--- src/rtl/vga_pixfmt.sv ---
// vga_pixfmt: pixel output stage behind the VGA timing generator.
// Pops packed 32-bit words from the pixel FIFO on visible pixels, unpacks
// RGB332 / RGB565 / RGB888 pixels, expands them to RGB888 by MSB
// replication, and drives colour together with DE, syncs and frame end
// through a matching 2-step pipeline. FIFO underruns blank the affected
// word slot, raise a sticky flag and bump a saturating counter.
//
// Ports:
//   clk_i, rst_n_i        clock, asynchronous active-low reset
//   en_i                  core enable (low clears pipeline next clock)
//   pclk_en_i             pixel-clock enable
//   mode_i[1:0]           00 RGB332, 01 RGB565, 1x RGB888
//   hpol_i, vpol_i        invert hsync_o / vsync_o when 1
//   clr_i                 clears underflow_o and urun_cnt_o
//   de_i, hsync_i, vsync_i, hend_i, vend_i   timing generator strobes
//   fifo_valid_i, fifo_data_i[31:0]          FIFO head
//   fifo_ready_o          pop strobe (combinational)
//   red_o, green_o, blue_o[7:0]              pixel colour
//   hsync_o, vsync_o, de_o, vend_o           aligned video controls
//   underflow_o, urun_cnt_o[15:0]            underrun status
module vga_pixfmt (
  input  logic        clk_i,
  input  logic        rst_n_i,
  input  logic        en_i,
  input  logic        pclk_en_i,
  input  logic [1:0]  mode_i,
  input  logic        hpol_i,
  input  logic        vpol_i,
  input  logic        clr_i,
  input  logic        de_i,
  input  logic        hsync_i,
  input  logic        vsync_i,
  input  logic        hend_i,
  input  logic        vend_i,
  input  logic        fifo_valid_i,
  input  logic [31:0] fifo_data_i,
  output logic        fifo_ready_o,
  output logic [7:0]  red_o,
  output logic [7:0]  green_o,
  output logic [7:0]  blue_o,
  output logic        hsync_o,
  output logic        vsync_o,
  output logic        de_o,
  output logic        vend_o,
  output logic        underflow_o,
  output logic [15:0] urun_cnt_o
);

  function automatic logic [23:0] expand(input logic [1:0] mode, input logic [23:0] px);
    case (mode)
      2'b00:   expand = {px[7:5], px[7:5], px[7:6],
                         px[4:2], px[4:2], px[4:3],
                         {4{px[1:0]}}};
      2'b01:   expand = {px[15:11], px[15:13],
                         px[10:5],  px[10:9],
                         px[4:0],   px[4:2]};
      default: expand = px;
    endcase
  endfunction

  function automatic logic [15:0] sat_inc(input logic [15:0] v);
    sat_inc = (v == 16'hFFFF) ? v : v + 16'd1;
  endfunction

  logic        step;
  logic [1:0]  mode_q, mode_d;
  logic [1:0]  idx_q, idx_d;
  logic        bad_q, bad_d;
  logic        uflow_q, uflow_d;
  logic [15:0] cnt_q, cnt_d;
  logic [31:0] word_q;
  logic [1:0]  last;
  logic        slot0, urun, px_bad;
  logic [31:0] src;
  logic [23:0] raw;

  logic [23:0] raw_p1;
  logic [1:0]  mode_p1;
  logic        bad_p1, vld_p1, hs_p1, vs_p1, ve_p1;
  logic [23:0] rgb_p2;
  logic        vld_p2, hs_p2, vs_p2, ve_p2;

  assign step  = en_i && pclk_en_i;
  assign slot0 = (idx_q == 2'd0);
  assign urun  = step && de_i && slot0 && !fifo_valid_i;
  assign fifo_ready_o = step && de_i && slot0 && fifo_valid_i;

  // Slot 0 reads straight from the FIFO head so the pop and the first pixel
  // happen in the same step; later slots read the captured word.
  assign src    = slot0 ? fifo_data_i : word_q;
  assign px_bad = slot0 ? !fifo_valid_i : bad_q;

  always_comb begin
    case (mode_q)
      2'b00:   last = 2'd3;
      2'b01:   last = 2'd1;
      default: last = 2'd0;
    endcase
  end

  always_comb begin
    case (mode_q)
      2'b00:   raw = {16'd0, src[{idx_q, 3'b000} +: 8]};
      2'b01:   raw = {8'd0, src[{idx_q[0], 4'b0000} +: 16]};
      default: raw = src[23:0];
    endcase
  end

  always_comb begin
    mode_d = mode_q;
    idx_d  = idx_q;
    bad_d  = bad_q;
    if (!en_i) begin
      mode_d = mode_i;
      idx_d  = 2'd0;
      bad_d  = 1'b0;
    end else if (pclk_en_i) begin
      if (vend_i) mode_d = mode_i;
      if (de_i && slot0) bad_d = !fifo_valid_i;
      if (hend_i)    idx_d = 2'd0;
      else if (de_i) idx_d = (idx_q == last) ? 2'd0 : idx_q + 2'd1;
    end
  end

  // A coincident underrun beats clr: the new underrun is the first counted.
  always_comb begin
    uflow_d = uflow_q;
    cnt_d   = cnt_q;
    if (urun) begin
      uflow_d = 1'b1;
      cnt_d   = clr_i ? 16'd1 : sat_inc(cnt_q);
    end else if (clr_i) begin
      uflow_d = 1'b0;
      cnt_d   = 16'd0;
    end
  end

  always_ff @(posedge clk_i or negedge rst_n_i) begin
    if (!rst_n_i) begin
      mode_q  <= 2'b10;
      idx_q   <= 2'd0;
      bad_q   <= 1'b0;
      uflow_q <= 1'b0;
      cnt_q   <= 16'd0;
    end else begin
      mode_q  <= mode_d;
      idx_q   <= idx_d;
      bad_q   <= bad_d;
      uflow_q <= uflow_d;
      cnt_q   <= cnt_d;
    end
  end

  always_ff @(posedge clk_i) begin
    if (fifo_ready_o) word_q <= fifo_data_i;
  end

  // Stage 1: raw pixel with its format, bad flag, DE, syncs, vend
  always_ff @(posedge clk_i) begin
    if (!en_i)     raw_p1 <= '0;
    else if (step) raw_p1 <= raw;
  end

  always_ff @(posedge clk_i or negedge rst_n_i) begin
    if (!rst_n_i) begin
      mode_p1 <= 2'b10;
      bad_p1  <= 1'b0;
      vld_p1  <= 1'b0;
      hs_p1   <= 1'b0;
      vs_p1   <= 1'b0;
      ve_p1   <= 1'b0;
    end else if (!en_i) begin
      mode_p1 <= 2'b00;
      bad_p1  <= 1'b0;
      vld_p1  <= 1'b0;
      hs_p1   <= 1'b0;
      vs_p1   <= 1'b0;
      ve_p1   <= 1'b0;
    end else if (pclk_en_i) begin
      mode_p1 <= mode_q;
      bad_p1  <= px_bad;
      vld_p1  <= de_i;
      hs_p1   <= hsync_i;
      vs_p1   <= vsync_i;
      ve_p1   <= vend_i;
    end
  end

  // Stage 2: expanded colour (blanked outside DE or on underrun), polarised syncs
  always_ff @(posedge clk_i or negedge rst_n_i) begin
    if (!rst_n_i) begin
      rgb_p2 <= '0;
      vld_p2 <= 1'b0;
      hs_p2  <= 1'b0;
      vs_p2  <= 1'b0;
      ve_p2  <= 1'b0;
    end else if (!en_i) begin
      rgb_p2 <= '0;
      vld_p2 <= 1'b0;
      hs_p2  <= 1'b0;
      vs_p2  <= 1'b0;
      ve_p2  <= 1'b0;
    end else if (pclk_en_i) begin
      rgb_p2 <= (vld_p1 && !bad_p1) ? expand(mode_p1, raw_p1) : 24'd0;
      vld_p2 <= vld_p1;
      hs_p2  <= hs_p1 ^ hpol_i;
      vs_p2  <= vs_p1 ^ vpol_i;
      ve_p2  <= ve_p1;
    end
  end

  assign red_o       = rgb_p2[23:16];
  assign green_o     = rgb_p2[15:8];
  assign blue_o      = rgb_p2[7:0];
  assign de_o        = vld_p2;
  assign hsync_o     = hs_p2;
  assign vsync_o     = vs_p2;
  assign vend_o      = ve_p2;
  assign underflow_o = uflow_q;
  assign urun_cnt_o  = cnt_q;

endmodule

--- config.mk ---
export PLATFORM = sky130hd
export DESIGN_NAME = vga_pixfmt
export DESIGN_NICKNAME = d
export VERILOG_FILES = /design/src/rtl/vga_pixfmt.sv
export SDC_FILE = /design/constraint.sdc
export NUM_CORES = 1
export LEC_CHECK = 0
export ABC_AREA = 1
export ABC_CLOCK_PERIOD_IN_PS = 6300
export CAP_MARGIN = 20
export CORE_MARGIN = 2
export CORE_UTILIZATION = 40
export CTS_CLUSTER_DIAMETER = 30
export CTS_CLUSTER_SIZE = 20
export DETAILED_ROUTE_END_ITERATION = 16
export HOLD_SLACK_MARGIN = 0.05
export PLACE_DENSITY = 0.71
export SLEW_MARGIN = 10
export SYNTH_ARGS = -nofsm -noshare
export SYNTH_HDL_FRONTEND = slang
export SYNTH_SLANG_ARGS = --single-unit
--- constraint.sdc ---
create_clock -name clk_i -period 6.3 [get_ports clk_i]
set_input_delay 0.63 -clock clk_i [delete_from_list [all_inputs] [get_ports clk_i]]
set_output_delay 0.63 -clock clk_i [all_outputs]
set_load 0.01 [all_outputs]
# --- After elaboration in Yosys (flattened, before gate mapping) ---
# Cells that the tools add are included.
word_totals:
  regBits: 113
  out_inout_bits: 46
  wordCells: 95
op_classes:
  addsub: 2
  n_eq_ne: 9
  n_shift: 2
  muxes: 45
  bitwise: 2
  reduce_logical: 17
op_table:
  columns: ["cell", "n"]
  rows:
  - ["24-bit one-hot mux with 2 select lines", 2]
  - ["24-bit two-way mux", 3]
  - ["16-bit two-way mux", 4]
  - ["32-bit two-way mux", 1]
  - ["32-bit by 6-bit variable part select with 16-bit output", 1]
  - ["32-bit by 6-bit variable part select with 8-bit output", 1]
  - ["1-bit two-way mux", 24]
  - ["2-bit two-way mux", 10]
  - ["16-bit by 1-bit adder with 16-bit output, second input constant", 1]
  - ["16-bit == test, second input constant", 1]
  - ["2-bit AND reduction", 4]
  - ["1-bit logical AND", 7]
  - ["2-bit logical NOT", 3]
  - ["2-bit by 1-bit != test with 1-bit output, second input constant", 3]
  - ["2-bit by 1-bit == test with 1-bit output, second input constant", 2]
  - ["2-bit one-hot mux with 2 select lines", 1]
  - ["3-bit by 1-bit != test with 1-bit output, second input constant", 1]
  - ["2-bit by 1-bit adder with 2-bit output, second input constant", 1]
  - ["2-bit == test", 1]
  - ["1-bit logical NOT", 2]
  - ["2-bit != test, second input constant", 1]
  - ["2-bit nonzero test", 1]
  - ["1-bit XOR", 2]

# --- Longest topological paths before layout ---
logic_depth:
  word_depth: 8
  depth_mapped: 14
  depth_no_buf: 11

# --- Worst setup path after synthesis ---
# Ideal clock, no wire load.
synth_timing:
  kind: "reg-to-output"
  startpoint: "reg idx_q[0]"
  endpoint: "out fifo_ready_o"
  t_arrival_ns: 2.859
  path_slack_ns: 2.811
  stages_incl_launch_ff: 9
  path_buffers: 4
  cell_sequence: "dfrtp_1 > buf_4 > inv_1 > buf_2 > ha_1 > buf_4 > buf_2 > nand2_1 > nor2_1"
synth_via:
  elab_chain_cells: 3
synth_lines:
  columns: ["item", "line", "source"]
  rows:
  - ["start: declaration", "67", "logic [1:0] idx_q, idx_d;"]
  - ["start signal: assignment", "147", "idx_q <= idx_d;"]
  - ["2-bit logical NOT", "84", "assign slot0 = (idx_q == 2'd0);"]
  - ["1-bit logical AND (2 in a row)", "86", "assign fifo_ready_o = step && de_i && slot0 && fifo_valid_i;"]
  - ["end: declaration", "37", "output logic fifo_ready_o,"]
# Every way passes these cells.

# --- Worst setup path after layout ---
# Ends and elaborated chain as after synthesis.

==> impl_metrics.env <==
export IMPL_async_flop_share=0.504
export IMPL_ant_nets=0
export IMPL_die_area_mm2=0.0152
export IMPL_finalHoldViolCount=0
export IMPL_syn_area_mm2=0.00570
export IMPL_io_buffers=92
export IMPL_setup_viol=0
export IMPL_syn_area_per_cell_um2=7.87
export IMPL_p_sw_frac=0.321
export IMPL_finClkSkew_ns=0.0130
export IMPL_syn_inst=724
export IMPL_maxCapViolations=0
export IMPL_design_area_mm2=0.00733
export IMPL_fin_crit_sh=0.613
export IMPL_critPathKind="flip-flop to output pin"
export IMPL_finalMaxSlewViolations=0
export IMPL_cts_clk_slew_worst_paths_ns=0.05
export IMPL_top_usage_layer="met2"
export IMPL_p_clk_frac=0.404
export IMPL_fp_dieW_um=123
export IMPL_yosys_warnings=0
export IMPL_cp_required_ns=5.67
export IMPL_cp_top_family="buffers and inverters"
export IMPL_wl_per_cell_um=14.5
export IMPL_cp_slowest_cell="dfrtp_1"
export IMPL_comb_power_share=0.227
export IMPL_drc=0
export IMPL_clkSinkCount=113
export IMPL_core_rowCount=43
export IMPL_path_buf_inv=3
export IMPL_min_path_type="primary input to async pin"
export IMPL_nets=861
export IMPL_synth_seq_cells=113
export IMPL_cp_start_kind="flip-flop"
export IMPL_grt_max_degree=58
export IMPL_final_layout_size_suffix_gt1_frac=0.0667
export IMPL_setup_tns_ns=0
export IMPL_core_mm2=0.0139
export IMPL_p_per_area_mw_per_mm2=316
export IMPL_peakVddDrop_v=0.000232
export IMPL_final_common_cell="nand2_1"
export IMPL_track_usage=0.202
export IMPL_synth_top_flop_cell="dfrtp_1"
export IMPL_final_min_clock_period_ns=3.86
export IMPL_p_switching_uw=743
export IMPL_routed_wl_um=14600
export IMPL_clk_latency_ns=0.42
export IMPL_drt_vias_per_instance=5.17
export IMPL_endpoint_kind="output pin"
export IMPL_gr_usage_met3=0.0558
export IMPL_dpl_cell_area_mm2=0.00674
export IMPL_h_tree_depth=4
export IMPL_cts_setup_buffers=0
export IMPL_fmax_mhz=259
export IMPL_cts_resized=0
export IMPL_via_count=5195
export IMPL_grt_pass1_vias=4675
export IMPL_cts_root_buf="clkbuf_16"
export IMPL_rsz0062_at_grt="false"
export IMPL_dr_pass1_iters=5
export IMPL_cts_buffers=17
export IMPL_grtUsageMet2=0.297
export IMPL_die_h_um=123
export IMPL_drtIter0Drc=482
export IMPL_syn_nets=773
export IMPL_antenna_found_initial=0
export IMPL_cp_cell_sequence="inv_1 > ha_1 > nand2_1 > nor2_2 > buf_4 > clkdlybuf4s50_1"
export IMPL_syn_to_final_growth_pct=28.5
export IMPL_synth_distinct_cells=38
export IMPL_hpwl_um=10400
export IMPL_cts_buffer_depth=2
export IMPL_seqPwrFrac=0.369
export IMPL_intPower_mw=1.57
export IMPL_cts_tree="yes"
export IMPL_fillers=1327
export IMPL_crit_fanout=33
export IMPL_synth_edf_count=32
export IMPL_max_stage_delay_ns=0.68
export IMPL_start_util=0.411
export IMPL_diodes=0
export IMPL_grt_pass1_wl_um=23600
export IMPL_globalplace_congestion=0.873
export IMPL_worstMarginPinSlew_ns=0.849
export IMPL_relSlewSlack=0.432
export IMPL_seq_area_frac_synth=0.504
export IMPL_outcome="finished clean"
export IMPL_total_leakage_power_nw=3.25
export IMPL_grt_ovfl_total=0
export IMPL_num_io_pins=93
export IMPL_grt_use_met1=0.290
export IMPL_crit_arrival_ns=3.23
export IMPL_final_cell_mix="281 x nand2_1, 91 x clkdlybuf4s50_1, 58 x nand3_1"
export IMPL_ctsHoldBuffers=0
[routing by layer]
layer / wire length [um] / part of all wire / up-vias
met3: 1080 / 0.074 / 13
li1: - / - / 2590
met1: 6800 / 0.47 / 2395
met5: 0 / 0 / -
met2: 6570 / 0.45 / 197
met4: 157 / 0.011 / 0
[through the flow]
step	utilization	hold WS [ns]	cells	power, mW	setup slack [ns]
global route	0.528	0.420	1005	2.44	2.23
CTS	0.528	0.379	1005	2.33	2.42
finish	0.528	0.349	1005	2.32	2.44
floorplan	-	0.334	724	1.24	2.81
detailed placement	0.485	0.461	973	1.39	2.71
global placement	0.485	0.444	973	1.38	2.72
[worst reg2reg max path, stage by stage, from the launching register on]
cell and delay, ns:
dfrtp_1 0.87, inv_1 0.58, ha_1 0.39, buf_4 0.25, inv_2 0.43, nor2_1 0.14, nand3_4 0.16, nand2_4 0.10
nand2_4 0.18, inv_2 0.09, o21ai_0 0.16
[kinds of logic (layout without fill, tap and decap cells)]
family	after synthesis	count (layout)	share of synthesized area
fa+ha+maj	2	2	0.00439
compound gates	121	121	0.129
xor+xnor	1	1	0.00154
buf+inv	88	189	0.0672
simple gates	399	399	0.294
flops	113	113	0.504
[power by group through the flow]
stage               registers [mW]  logic, mW  clock network [mW]
CTS                          0.852      0.526               0.948
detailed placement           0.866      0.521                   0
finish                       0.854      0.526               0.937
global placement             0.865      0.519                   0
global route                 0.861      0.599               0.981
floorplan                    0.835      0.406                   0
[final cells by class]
cell class / instances / area (um2) / share of cell area
Sequential cell: 113 / 2870 / 0.392
Inverter: 60 / 230 / 0.0314
Tap cell: 180 / 225 / 0.0307
Clock buffer: 25 / 549 / 0.0750
Timing Repair Buffer: 97 / 953 / 0.130
Multi-Input combinational cell: 523 / 2460 / 0.335
Clock inverter: 7 / 41.3 / 0.00564
[worst paths after layout]
check / endpoint / depth (start not counted) / slack [ns] / start
setup reg to reg: urun_cnt_o[8] / 10 / 2.88 / idx_q[0]
hold reg to reg: raw_p1[13] / 2 / 0.47 / raw_p1[13]
min in group clk_i: raw_p1[13] / 2 / 0.47 / raw_p1[13]
max in group asynchronous: vld_p1 / 2 / 5.47 / rst_n_i
hold / removal: urun_cnt_o[13] / 2 / 0.35 / rst_n_i
setup / recovery: fifo_ready_o / 6 / 2.44 / idx_q[0]
[Yosys cell counts, drive strengths merged (3+ instances only)]
master  instances  area, um2
dfxtp          24        480
nand2         283       1080
or2             3       18.8
a211oi          6       45.0
nand4          14       87.6
clkbuf          8       30.0
nor2           35        144
inv            59        221
o211ai         13       97.6
o21bai          3       22.5
edfxtp         32        961
a22o           12        105
buf            20        123
nand3          60        325
a21oi          17       85.1
dfrtp          55       1380
o21ai          58        294
o22ai           6       37.5
[sequential cells by signal (all words and copies together), names as in the netlist, 2 cells and up]
name / cells
idx_q: 2
mode_p1: 2
mode_q: 2
raw_p1: 24
rgb_p2: 24
urun_cnt_o: 16
word_q: 32
Note: power is estimated with default switching activity, not from simulation.
